<file path="src/rtl/debounce_gate_if.sv">
// Purpose : bundles the raw input and conditioned outputs of debounce_gate.
// Ports   : a (raw async level in), out (clean level), rise/fall (1-cycle
//           edge pulses), busy (transition being qualified), glitch_cnt.
// master = the side that drives `a` and consumes the results; slave = debounce_gate.
interface debounce_gate_if;
  logic       a;
  logic       out;
  logic       rise;
  logic       fall;
  logic       busy;
  logic [7:0] glitch_cnt;

  modport master (
    output a,
    input  out, rise, fall, busy, glitch_cnt
  );

  modport slave (
    input  a,
    output out, rise, fall, busy, glitch_cnt
  );
endinterface

</file>
<file path="src/rtl/debounce_gate.sv">
// Purpose : synchronise and debounce a raw async bit into a clean level for a downstream gate.
// Latency : out flips on edge SYNC_STAGES+STABLE_CYCLES+1 after `a` changes and holds.
// Backpr. : none; free-running conditioner, every output is registered.
// Ports   : clk, rst_n (async, active-low), bus (debounce_gate_if.slave:
//           a in; out, rise, fall, busy, glitch_cnt out).
// Option  : define DEBOUNCE_GLITCH_CNT_EN to count aborted transitions
//           (saturating at 255); otherwise glitch_cnt is tied to zero.
module debounce_gate #(
  parameter int SYNC_STAGES   = 2,   // 2..4
  parameter int STABLE_CYCLES = 16,  // 2..2^CNT_W
  parameter int CNT_W         = 8
) (
  input  logic           clk,
  input  logic           rst_n,
  debounce_gate_if.slave bus
);

  localparam logic [CNT_W-1:0] CNT_LAST = CNT_W'(STABLE_CYCLES - 1);

  typedef enum logic [1:0] {
    IDLE_LOW,
    WAIT_HIGH,
    IDLE_HIGH,
    WAIT_LOW
  } state_t;

  // ---------------------------------------------------------------
  // Synchroniser: shift `a` through SYNC_STAGES flops; only the last
  // stage is ever looked at by the FSM.
  // ---------------------------------------------------------------
  logic [SYNC_STAGES-1:0] sync_q;
  logic                   s;

  always_ff @(posedge clk or negedge rst_n) begin
    if (!rst_n) begin
      sync_q <= '0;
    end else begin
      sync_q <= {sync_q[SYNC_STAGES-2:0], bus.a};
    end
  end

  assign s = sync_q[SYNC_STAGES-1];

  // ---------------------------------------------------------------
  // Debounce FSM with registered outputs.
  // ---------------------------------------------------------------
  state_t           state_q;
  logic [CNT_W-1:0] cnt_q;
  logic             out_q;
  logic             rise_q;
  logic             fall_q;
  logic             busy_q;

  always_ff @(posedge clk or negedge rst_n) begin
    if (!rst_n) begin
      state_q <= IDLE_LOW;
      cnt_q   <= '0;
      out_q   <= 1'b0;
      rise_q  <= 1'b0;
      fall_q  <= 1'b0;
      busy_q  <= 1'b0;
    end else begin
      // Edge pulses last exactly one cycle unless re-asserted below.
      rise_q <= 1'b0;
      fall_q <= 1'b0;
      unique case (state_q)
        IDLE_LOW: begin
          if (s) begin
            state_q <= WAIT_HIGH;
            cnt_q   <= '0;
            busy_q  <= 1'b1;
          end
        end
        WAIT_HIGH: begin
          if (!s) begin
            // Bounced back before qualifying: drop the candidate.
            state_q <= IDLE_LOW;
            cnt_q   <= '0;
            busy_q  <= 1'b0;
          end else if (cnt_q == CNT_LAST) begin
            state_q <= IDLE_HIGH;
            cnt_q   <= '0;
            out_q   <= 1'b1;
            rise_q  <= 1'b1;
            busy_q  <= 1'b0;
          end else begin
            cnt_q <= cnt_q + 1'b1;
          end
        end
        IDLE_HIGH: begin
          if (!s) begin
            state_q <= WAIT_LOW;
            cnt_q   <= '0;
            busy_q  <= 1'b1;
          end
        end
        WAIT_LOW: begin
          if (s) begin
            state_q <= IDLE_HIGH;
            cnt_q   <= '0;
            busy_q  <= 1'b0;
          end else if (cnt_q == CNT_LAST) begin
            state_q <= IDLE_LOW;
            cnt_q   <= '0;
            out_q   <= 1'b0;
            fall_q  <= 1'b1;
            busy_q  <= 1'b0;
          end else begin
            cnt_q <= cnt_q + 1'b1;
          end
        end
        default: begin
          state_q <= IDLE_LOW;
          cnt_q   <= '0;
          out_q   <= 1'b0;
          busy_q  <= 1'b0;
        end
      endcase
    end
  end

  assign bus.out  = out_q;
  assign bus.rise = rise_q;
  assign bus.fall = fall_q;
  assign bus.busy = busy_q;

  // ---------------------------------------------------------------
  // Optional abort counter. An abort is exactly the WAIT->IDLE bounce
  // taken by the FSM above on this edge.
  // ---------------------------------------------------------------
`ifdef DEBOUNCE_GLITCH_CNT_EN
  logic       abort;
  logic [7:0] glitch_q;

  assign abort = ((state_q == WAIT_HIGH) && !s) || ((state_q == WAIT_LOW) && s);

  always_ff @(posedge clk or negedge rst_n) begin
    if (!rst_n) begin
      glitch_q <= 8'd0;
    end else if (abort && (glitch_q != 8'hFF)) begin
      glitch_q <= glitch_q + 8'd1;
    end
  end

  assign bus.glitch_cnt = glitch_q;
`else
  assign bus.glitch_cnt = 8'd0;
`endif

endmodule
</file>
<file path="src/flat_wrapper.sv">
// flat-port wrapper written by rule: the top's interface ports become plain ports
module debounce_gate_flat 
#(
  parameter int SYNC_STAGES   = 2,          
  parameter int STABLE_CYCLES = 16,               
  parameter int CNT_W         = 8
)
  (clk, rst_n, bus_a, bus_out, bus_rise, bus_fall, bus_busy, bus_glitch_cnt);
  debounce_gate_if bus_i ();
  input  logic clk;
  input  logic rst_n;
  input wire logic [$bits(bus_i.a)-1:0] bus_a;
  output wire logic [$bits(bus_i.out)-1:0] bus_out;
  output wire logic [$bits(bus_i.rise)-1:0] bus_rise;
  output wire logic [$bits(bus_i.fall)-1:0] bus_fall;
  output wire logic [$bits(bus_i.busy)-1:0] bus_busy;
  output wire logic [$bits(bus_i.glitch_cnt)-1:0] bus_glitch_cnt;
  assign bus_i.a = bus_a;
  assign bus_out = bus_i.out;
  assign bus_rise = bus_i.rise;
  assign bus_fall = bus_i.fall;
  assign bus_busy = bus_i.busy;
  assign bus_glitch_cnt = bus_i.glitch_cnt;
  debounce_gate #(.SYNC_STAGES(SYNC_STAGES), .STABLE_CYCLES(STABLE_CYCLES), .CNT_W(CNT_W)) u_core (.clk(clk), .rst_n(rst_n), .bus(bus_i));
endmodule
</file>
<file path="config.mk">
export PLATFORM = sky130hd
export DESIGN_NAME = debounce_gate_flat
export DESIGN_NICKNAME = d
export VERILOG_FILES = /design/src/rtl/debounce_gate_if.sv /design/src/rtl/debounce_gate.sv /design/src/flat_wrapper.sv
export SDC_FILE = /design/constraint.sdc
export NUM_CORES = 1
export LEC_CHECK = 0
export ABC_AREA = 1
export CAP_MARGIN = 10
export CELL_PAD_IN_SITES_DETAIL_PLACEMENT = 2
export CELL_PAD_IN_SITES_GLOBAL_PLACEMENT = 2
export CORE_ASPECT_RATIO = 2
export CORE_MARGIN = 2
export CORE_UTILIZATION = 31
export CTS_CLUSTER_SIZE = 25
export DETAILED_ROUTE_END_ITERATION = 10
export PLACE_DENSITY_LB_ADDON = 0.1
export SETUP_SLACK_MARGIN = 0.05
export SYNTH_ARGS = -nofsm -noshare
export SYNTH_HDL_FRONTEND = slang
export SYNTH_SLANG_ARGS = --single-unit
</file>
<file path="constraint.sdc">
create_clock -name clk -period 2.73 [get_ports clk]
set_input_delay 0.273 -clock clk [delete_from_list [all_inputs] [get_ports clk]]
set_output_delay 0.273 -clock clk [all_outputs]
set_load 0.01 [all_outputs]
</file>
==> out/results.md <==
| Item | Reported |
|---|---|
| Final hold violations | 0 |
| R2R Path Start | u_core.cnt_q[0] |
| Fraction of final layout cells with drive strength greater than 1 | 6.48% |
| Hold WC Path Type | flip-flop to flip-flop |
| Area of the die | 3070 um2 |
| Post-cts repair resize count | 0 |
| List of cells traversed by the critical path | ha_1 -> nand3_2 -> o21ai_2 -> nand2_1 -> inv_1 -> nor2_1 |
| Fin Clk Skew | 3.08 ps |
| Setup TNS | 0 ps |
| Peak Freq | 666 MHz |
| Number of post-CTS setup repair buffers | 0 |
| Final antenna-violating net count | 0 |
| Initial antenna violation count | 0 |
| Slowest stage cell on the critical path | dfrtp_1 |
| Overall fraction of global-route tracks in use | 15.5% |
| Number of sinks handled by clock tree synthesis | 16 |
| Seq/Total Area, Yosys | 49.2% |
| Hold Buf Count CTS | 0 |
| Chip height | 76.4 um |
| Share of power burned in the clock network | 26.1% |
| Worst hold margin | 372 ps |
| Status | complete, no violations |
| CTS tree | built |
| Worst reg2reg endpoint | u_core.state_q[0] |
| Switching fraction of total power | 35.4% |
| Warnings from Yosys | 0 |
| Final net count | 114 |
| Synthesized instance count | 100 |
| Stage delay of the slowest cell on the critical path | 430 ps |
| Net Sw Power | 0.236 mW |
| Row Count | 26 |
| Wire length of the first global-routing pass | 3250 um |
| Netlist cell types | 17 |
| Global route overflow | 0 |
| Mapped Avg Cell Area | 8.13 um2 |
| CP startpoint kind | flip-flop |
| Root buffer cell | clkbuf_8 |
| Total half-perimeter wirelength after legalization and detailed placement | 1580 um |
| Clock slew at reported path FFs | 60 ps |
| Depth of the CTS H-tree | 1 |
| Mean routed wirelength per cell | 14.3 um |
| Part of the total power dissipated in combinational logic | 26.1% |
| CP Buf/Inv Count | 1 |
| Actual slew at the worst max-slew pin | 771 ps |
| Final setup violating endpoints | 0 |
| Source-to-sink clock delay at the later pin of the worst-skew pair | 240 ps |
| #FFs+latches synth | 16 |
| Multi-input combinational cell area | 338 um2 |
| Highest net fanout along the worst path | 6 |
| Post-layout min period | 1500 ps |
| Maximum number of pins on one net before global-route repair | 17 |
| Total of buffers placed on input and output ports | 6 |
| Cell-internal power | 0.432 mW |
| Required time at the endpoint of the critical path | 2840 ps |
| Sequential standard cell area | 400 um2 |
| Worst-case reg-to-reg path depth | 6 |
| Number of maximum-capacitance violations | 0 |
| Number of diodes added for antenna fixing | 0 |
| Pwr/cell area | 729 nW/um2 |
| Summed instance area of the synthesized netlist | 813 um2 |
| Die X-Extent | 40.2 um |
| Post-route fraction of the period consumed by the critical path | 55.0% |
| Min-delay src | u_core.sync_q[0] |
| Starting Density | 32.1% |
| Post-layout util | 36.1% |
| Detailed Routing Iterations Pass 1 | 3 |
| Area inside the core boundary | 2540 um2 |
| Relative slew slack | 48.5% |
| Detailed Route WL | 1950 um |
| Growth of design area from synthesis to finish | 12.6% |
| Detailed-route DRC error count | 0 |
| FILL cells | 328 |
| Cells on Worst Hold Path | 0 |
| Path type of the worst setup path | flip-flop to flip-flop |
| Data arrival at the endpoint of the critical path | 1620 ps |
| Maximum number of buffers from clock root to sink | 2 |
| Crit path max-delay family | flip-flops |
| Number of max-slew violations in the final report | 0 |
| TritonCTS buffer count | 3 |
| Reg2Reg Setup Slack | 1230 ps |
| First-iteration detailed-routing DRC count | 8 |
| Routed via count | 655 |
| Maximum vdd ir drop | 381 uV |
| Sequential power share | 47.8% |
| Final Wtd Congestion | 0.683 |
| Hold path endpoint | u_core.sync_q[1] |
| Static leakage power | 0.471 nW |
| I/O Pins | 15 |
| Unrepaired setup endpoints after global routing | no |
| Crit end category | flip-flop |
| Vias in the first global route | 727 |
| Via/cell ratio | 4.82 |
[sequential cells by signal, indices dropped and copies added, names as in the netlist, named ones only]
name / cells
u_core.state_q: 1
u_core.bus.out: 1
u_core.bus.rise: 1
u_core.cnt_q: 8
u_core.bus.fall: 1
u_core.bus.busy: 1
u_core.sync_q: 2
[kinds of logic (layout without fill, tap and decap cells)]
logic type | after synthesis | after routing | synth area share, %
AND/OR/NAND/NOR | 51 | 51 | 26.2
flip-flops | 16 | 16 | 49.2
AO/OA/AOI/OAI | 8 | 8 | 5.85
adder cells (fa/ha/maj) | 1 | 1 | 1.54
buffers and inverters | 19 | 20 | 12.5
XOR/XNOR | 4 | 4 | 4.31
other | 1 | 8 | 0.461
[power by group through the flow]
| stage | clock network [mW] | logic, mW | registers [mW] |
|---|---|---|---|
| final | 0.174 | 0.175 | 0.319 |
| after CTS | 0.180 | 0.182 | 0.320 |
| after detailed placement | 0 | 0.178 | 0.325 |
| after floorplan | 0 | 0.123 | 0.316 |
| after global routing | 0.192 | 0.204 | 0.324 |
| after global placement | 0 | 0.175 | 0.321 |
[worst reg2reg max path: stages, from the launching register on]
cell	delay, ps
dfrtp_1	430
ha_1	280
nand3_2	150
o21ai_2	270
nand2_1	110
inv_1	90
nor2_1	40
[layer usage]
metal / share of wire (%) / GRT usage, %
met4: 1.6 / 6.00
met5: 0 / 0
met3: 1.8 / 2.92
met1: 33 / 14.4
met2: 64 / 29.2
[cell type report]
type	instances	share of cell area (%)
tap	28	3.83
sequential	16	43.7
inverter	11	4.51
multi-input combinational	72	36.9
timing repair buffer	6	6.56
clock buffer	3	4.51
[Yosys cell counts]
library cell | n | area share, %
xnor2_1 | 1 | 1.1
conb_1 | 1 | 0.46
ha_1 | 1 | 1.5
inv_1 | 11 | 5.1
xor2_1 | 3 | 3.2
nor2_2 | 1 | 0.77
nor2_1 | 9 | 4.2
nand3_1 | 9 | 5.5
nand3_2 | 1 | 1.2
nor3_1 | 1 | 0.61
a21o_2 | 1 | 1.1
o21ai_2 | 1 | 1.1
dfrtp_1 | 16 | 49
nand2_1 | 30 | 14
a21oi_1 | 1 | 0.61
buf_4 | 8 | 7.4
o21ai_0 | 5 | 3.1
[cell usage in the layout, fill, tap and decap left out, types with 3 or more instances in the layout]
master,Yosys,layout
dfrtp_1,16,16
nor2_1,9,9
nand2_1,30,30
inv_1,11,11
xor2_1,3,3
conb_1,1,8
o21ai_0,5,5
nand3_1,9,9
clkdlybuf4s50_1,0,6
clkbuf_8,0,3
[through the flow]
step,worst slack [ps],total power [mW],instances,instance area [um2]
floorplan,1450,0.439,107,840
global placement,1300,0.496,133,875
detailed placement,1210,0.502,133,875
CTS,1190,0.682,136,916
global route,1050,0.719,136,916
finish,1230,0.668,136,916
[worst max-delay path by stage]
stage | start | to | slack, ps | depth (start not counted)
3_5_place_dp | u_core.cnt_q[0] | u_core.state_q[0] | 1210 | 6
5_1_grt | u_core.cnt_q[0] | u_core.state_q[0] | 1050 | 6
4_1_cts | u_core.cnt_q[0] | u_core.state_q[0] | 1190 | 6
3_3_place_gp | u_core.cnt_q[0] | u_core.state_q[0] | 1300 | 6
2_1_floorplan | u_core.cnt_q[0] | u_core.state_q[0] | 1450 | 6
6_report | u_core.cnt_q[0] | u_core.state_q[0] | 1230 | 6
Power figures use the tool's default switching activity.
